## src/rtl/random_range_gen.sv

```systemverilog
// random_range_gen: LFSR random source with seed load and stuck-at-zero
// recovery, plus a request/valid draw engine that returns a uniform index
// in [0,RANGE) by rejection sampling. An optional rule forbids returning
// the same index twice in a row. A fallback value bounds the latency.
module random_range_gen #(
    parameter int              WIDTH     = 16,
    parameter logic [WIDTH-1:0] TAPS     = 16'hD008,
    parameter int              OUT_W     = 4,
    parameter int              RANGE     = 9,
    parameter int              NO_REPEAT = 1,
    parameter int              MAX_TRIES = 32
) (
    input  logic             clock,
    input  logic             reset,
    input  logic             load,
    input  logic [WIDTH-1:0] seed,
    input  logic             enable,
    input  logic             req,
    output logic             busy,
    output logic             valid,
    output logic [OUT_W-1:0] value,
    output logic [WIDTH-1:0] state
);

    localparam int TRY_W = (MAX_TRIES > 1) ? $clog2(MAX_TRIES) : 1;
    // RANGE may equal 2**OUT_W, so comparisons use one extra bit.
    localparam logic [OUT_W:0]   RANGE_C  = (OUT_W+1)'(RANGE);
    localparam logic [TRY_W-1:0] TRY_LAST = TRY_W'(MAX_TRIES - 1);

    typedef enum logic {
        S_IDLE,
        S_DRAW
    } fsm_t;

    fsm_t             fsm_q;
    logic [WIDTH-1:0] state_q;
    logic [WIDTH-1:0] state_d;
    logic [TRY_W-1:0] tries_q;
    logic [OUT_W-1:0] value_q;
    logic             have_last_q;
    logic             busy_q;
    logic             valid_q;

    logic [OUT_W-1:0] cand;
    logic             in_range;
    logic             is_repeat;
    logic             accept;
    logic [OUT_W:0]   last_inc;
    logic [OUT_W-1:0] fallback;

    // Next LFSR value for one step; an all-zero state is forced back to
    // all ones because the shift register would otherwise lock up.
    always_comb begin
        state_d = {state_q[WIDTH-2:0], ^(state_q & TAPS)};
        if (state_q == '0) begin
            state_d = '1;
        end
    end

    // Candidate evaluation; value_q doubles as the last accepted index
    // since both only change on accept or fallback.
    always_comb begin
        cand      = state_q[OUT_W-1:0];
        in_range  = ({1'b0, cand} < RANGE_C);
        is_repeat = (NO_REPEAT != 0) && (RANGE > 1) && have_last_q &&
                    (cand == value_q);
        accept    = in_range && !is_repeat;
        last_inc  = {1'b0, value_q} + 1'b1;
        fallback  = '0;
        if (have_last_q && (last_inc != RANGE_C)) begin
            fallback = last_inc[OUT_W-1:0];
        end
    end

    // Main FSM: reset beats load, load beats idle/draw activity.
    always_ff @(posedge clock) begin
        if (reset) begin
            state_q     <= '1;
            fsm_q       <= S_IDLE;
            busy_q      <= 1'b0;
            valid_q     <= 1'b0;
            value_q     <= '0;
            have_last_q <= 1'b0;
            tries_q     <= '0;
        end else if (load) begin
            state_q <= (seed == '0) ? '1 : seed;
            fsm_q   <= S_IDLE;
            busy_q  <= 1'b0;
            valid_q <= 1'b0;
            tries_q <= '0;
        end else begin
            valid_q <= 1'b0;
            case (fsm_q)
                S_IDLE: begin
                    if (enable || (state_q == '0)) begin
                        state_q <= state_d;
                    end
                    if (req) begin
                        fsm_q   <= S_DRAW;
                        busy_q  <= 1'b1;
                        tries_q <= '0;
                    end
                end
                S_DRAW: begin
                    state_q <= state_d;
                    if (accept || (tries_q == TRY_LAST)) begin
                        value_q     <= accept ? cand : fallback;
                        have_last_q <= 1'b1;
                        valid_q     <= 1'b1;
                        busy_q      <= 1'b0;
                        fsm_q       <= S_IDLE;
                        tries_q     <= '0;
                    end else begin
                        tries_q <= tries_q + 1'b1;
                    end
                end
                default: begin
                    fsm_q  <= S_IDLE;
                    busy_q <= 1'b0;
                end
            endcase
        end
    end

    assign busy  = busy_q;
    assign valid = valid_q;
    assign value = value_q;
    assign state = state_q;

endmodule

```

## config.mk

```make
export PLATFORM = sky130hd
export DESIGN_NAME = random_range_gen
export DESIGN_NICKNAME = d
export VERILOG_FILES = /design/src/rtl/random_range_gen.sv
export SDC_FILE = /design/constraint.sdc
export NUM_CORES = 1
export LEC_CHECK = 0
export CAP_MARGIN = 25
export CORE_UTILIZATION = 49
export CTS_CLUSTER_SIZE = 28
export DETAILED_ROUTE_END_ITERATION = 16
export GPL_TIMING_DRIVEN = 0
export PLACE_DENSITY = 0.81
export RECOVER_POWER = 25
export REMOVE_ABC_BUFFERS = 1
export SLEW_MARGIN = 15
export SYNTH_ARGS = -nofsm -noshare
export SYNTH_HDL_FRONTEND = slang
export SYNTH_SLANG_ARGS = --single-unit
```

## constraint.sdc

```tcl
create_clock -name clock -period 2.48 [get_ports clock]
set_input_delay 0.62 -clock clock [delete_from_list [all_inputs] [get_ports clock]]
set_output_delay 0.62 -clock clock [all_outputs]
set_load 0.02 [all_outputs]
```

* Yosys cells after proc, flatten, opt, wreduce, memory -nomap -nowiden *
Index checks and enable logic that the tools add are counted.
W data, S select, Z words.

word-level totals
  memories kept = 0
  bits in writable memories = 0
  input bits = 21
  bits in read-only memories = 0
  bits in latches = 0
  bits in registers = 29

cells by class
  add/sub/neg operators = 2
  bitwise logic cells = 2
  order comparisons = 1
  reduce and logical (&&, ||, !) cells = 13
  multiply operators = 0
  divide/modulo/power cells = 0
  shifts and indexed selects = 0
  equality and inequality tests = 6
  mux-type cells = 17

operators by type and width
  kind                   count
  $mux W16               4
  $logic_not A16 Y1      2
  $pmux W16 S2           1
  $reduce_xor A16 Y1     1
  $mux W5                2
  $pmux W5 S2            1
  $mux W4                2
  $add A4 B1 Y5 const B  1
  $add A5 B1 Y5 const B  1
  $eq A5 B5 Y1 const B   1
  $mux W1                5
  $ne A5 B4 Y1 const B   1
  $eq A4 B4 Y1           1
  $lt A4 B4 Y1 const B   1
  $pmux W1 S2            2
  $logic_and A1 B1 Y1    3
  $ne A3 B3 Y1 const B   1
  $reduce_and A3 Y1      1
  $reduce_or A3 Y1       1
  $logic_or A1 B1 Y1     2
  $ne A2 B1 Y1 const B   1
  $ne A2 B2 Y1 const B   1
  $not A1 Y1             2
  $reduce_and A2 Y1      1
  other kinds (2)        2

* Depth between registers and ports, before layout *
  depth after elaboration = 7
  mapped depth = 8

* Worst setup path after synthesis *
OpenSTA, ideal clock, no wires.

  path kind = reg2reg
  start point = register tries_q[0]
  end point = register value_q[3] (netlist: value[3])
  setup slack = 0.246 ns
  data arrival time = 2.133 ns
  setup time = 0.101 ns
  required time = 2.379 ns
  stages on the path, launching flop included = 8
  path buffers = 0
  cell sequence = dfxtp_1 > ha_1 > and3_1 > ha_1 > or4_4 > o311a_4 > or3_1 > o41ai_1

between the ends
  longest elaborated chain between the ends = 3

RTL lines
  what                                RTL line  RTL
  from (decl)                         38        logic [TRY_W-1:0] tries_q;
  from (signal assigned)              114       tries_q <= tries_q + 1'b1;
  $eq A5 B5 Y1                        106       if (accept || (tries_q == TRY_LAST)) begin
  $logic_or A1 B1 Y1                  106
  $reduce_and A3 Y1 (no source line)  n/a
  to (signal assigned)                107       value_q <= accept ? cand : fallback;
  to (decl)                           39        logic [OUT_W-1:0] value_q;

No other way between the ends.
A chain may end at the register's enable or synchronous reset.

* Worst setup path in the final report *
Ends and elaborated chain as after synthesis.

==> summary.md <==
| Metric | Value |
|---|---|
| Status | `finished clean` |
| Clk_lat worst skew | `roughly 0.33 ns` |
| First-pass GRT wire length | `about 6.7 mm` |
| Synth Instances | `between 200 and 250` |
| Layout cell share with drive strength beyond 1 | `approximately 8.4%` |
| CTS buffer count | `5` |
| Remaining antenna violation count | `0` |
| Initial antenna violation count | `0` |
| CTS Buffer Depth | `2` |
| Area Growth Syn to Fin | `30.2%` |
| DIE HEIGHT | `about 61 um` |
| Yosys top cell by area | `dfxtp_1` |
| Max-slew violations | `0` |
| Iter 0 DRT Violations | `~100` |
| Sequential fraction of design power | `slightly below 50%` |
| CTS clock-pin slew for the worst setup and hold paths | `0.09 ns` |
| Startpoint Class | `flop` |
| Fin crit period | `2.37 ns` |
| Final WL | `roughly 4.3 mm` |
| Worst-path fanout max | `7` |
| Port bufs | `between 40 and 50` |
| Fmax | `approximately 420 MHz` |
| Ports | `43` |
| DPL Wire Length | `between 2 and 3 mm` |
| Avg WL per Cell | `between 10 and 15 um` |
| Ranking of synthesized cells by area | `dfxtp_1, nand2_1, a21oi_1, o21ai_0, ha_1` |
| Setup Crit Path Kind | `flop to flop` |
| Initial Util | `around half` |
| Total length of routed met2 wires | `2.05 mm` |
| Async set or reset register ratio after synthesis | `0%` |
| Final period utilization | `between 90% and 100%` |
| Post-synth EDFFs | `0` |
| LEAKAGE | `roughly 0.00085 uW` |
| Core area | `3340 sq um` |
| Die ar. | `3700 sq um` |
| GRT overflow | `0` |
| Critical Path RT | `about 2.7 ns` |
| Most frequent cells in the layout | `nand2_1, clkdlybuf4s50_1, dfxtp_1` |
| Gp weighted congestion | `around 0.84` |
| Max Cap Viol | `0` |
| # diodes | `0` |
| Sw Ratio | `between 30% and 40%` |
| Synth Register Bits | `29` |
| Clock Tree Root | `clkbuf_4` |
| Highest routed layer | `met4` |
| RSZ-0062 raised after global routing | `false` |
| Via/cell ratio | `5.62` |
| Worst slew margin | `~52%` |
| Tightest Pin Transition | `approximately 0.71 ns` |
| Residual DRC | `0` |
| Total track usage | `between 20% and 30%` |
| Netlist Area Pre-Place | `approximately 1700 sq um` |
| Htree depth | `2` |
| Int Power | `around 740 uW` |
| Met3 routed WL | `142 um` |
| Crit end category | `flop` |
| Vias | `about 1700` |
| # setup viols final | `0` |
| Power per cell area | `approximately 480 nW/um^2` |
| Power share of the clock group | `between 20% and 30%` |
| Net Switching | `between 300 and 400 uW` |
| Final non-filler cell area | `about 2200 sq um` |
| Clock sinks | `29` |
| Share of the synthesized area in the top cell type | `roughly a third` |
| Seq/Total Area, Yosys | `~34%` |
| Synth Flop Type | `dfxtp_1` |
| Die X | `60.9 um` |
| Yosys warns | `0` |
| Vias in the first global route | `approximately 1500` |
| Synth Area per Inst | `7.68 sq um` |
| Peak supply drop | `~290 uV` |
| CP arrival | `2.60 ns` |
| Clock skew | `between 0.008 and 0.009 ns` |
| CTS tree | `done` |
| Yosys cell types | `45` |
| Comb pwr share | `around 23%` |
| Min-Delay Path Class | `flop to flop` |
| Hold slack | `0.510 ns` |
| DRT met1 WL | `about 2.0 mm` |
| Commonest non-fill, non-tap cell in the layout | `nand2_1` |
| Post-layout net count | `287` |
| Final hold vios | `0` |
| DR pass1 iterations | `4` |
| Placed Instance Area | `about 2100 sq um` |
| Largest net degree at the start of global routing | `31` |
| Row count | `21` |
==> final timing paths <==
| check | from | to | slack, ns | cells past startpoint |
|---|---|---|---|---|
| max | tries_q[0] | value[3] | 0.11 | 7 |
| min | state[15] | state[15] | 0.51 | 2 |
| max reg2reg | tries_q[0] | value[3] | 0.11 | 7 |
| min reg2reg | state[15] | state[15] | 0.51 | 2 |
==> kinds of logic after synthesis <==
kind of cell	Yosys count	synth area share, %
flip-flops	29	34.2
AND/OR/NAND/NOR	97	28.4
buffers and inverters	22	5.53
AO/OA/AOI/OAI	63	25.6
XOR/XNOR	5	2.58
adder cells (fa/ha/maj)	5	3.68
==> layout make-up <==
type / instances / area [sq um]
repair buffers: 45 / 450
clock buffers: 7 / 55.1
multi-input cells: 170 / 1030
well taps: 46 / 57.6
flip-flops and latches: 29 / 582
inverters: 10 / 37.5
fillers: 310 / 1130
==> synth_stat cells (3+ instances only) <==
cell type,number
a21oi_1,23
inv_1,8
o31a_1,4
nand2_1,50
clkbuf_1,7
xnor2_1,3
nor2b_1,4
nor3_1,8
dfxtp_1,29
o21ai_1,4
nand2b_1,5
ha_1,5
buf_2,3
o21ai_0,13
nand3_1,3
nor2_1,6
a32oi_1,3
a31oi_1,3
a311oi_1,3
nor4_1,9
==> metal layers <==
metal / up-vias / GRT usage (%)
met1: 806 / 33.6
met5: - / 0
met2: 35 / 38.5
met4: 0 / 6.82
li1: 880 / -
met3: 5 / 5.76
==> power groups by stage <==
stage | Combinational, uW | Clock [uW] | Sequential [uW]
final | 241 | 298 | 521
after global routing | 264 | 316 | 525
after CTS | 243 | 299 | 521
after detailed placement | 237 | 0 | 531
after global placement | 233 | 0 | 531
after floorplan | 103 | 0 | 550
==> critical path, stage by stage, from the launching register on <==
cell and delay [ns]:
dfxtp_2 0.35, ha_1 0.22, and3_1 0.20, ha_2 0.19
or4_4 0.54, o311a_4 0.41, or3_1 0.32, o41ai_1 0.07
==> per-stage QoR <==
step	setup TNS, ns	setup slack, ns	total power, uW	std cells	util (%)
after floorplan	0	0.245	653	209	-
after global placement	-10.99	-0.694	764	297	63.5
after detailed placement	-10.99	-0.734	769	297	63.5
after CTS	0	0.0957	1060	306	66.1
after global routing	0	0.00607	1100	307	66.3
final	0	0.110	1060	307	66.3
==> sequential cells by signal, summed over array words and instances (netlist names) <==
register / flops
valid: 1
busy: 1
state: 16
tries_q: 5
value: 4
have_last_q: 1
fsm_q: 1
==> timing repair <==
| item | 4_1_cts | 5_1_grt |
|---|---|---|
| hold buffers | 0 | 0 |
| buffers inserted | 2 | 0 |
| resized for setup | 2 | 2 |
| pin swaps | 0 | 1 |
| setup endpoints to repair | 16 | 1 |
Power figures use the tool's default switching activity.
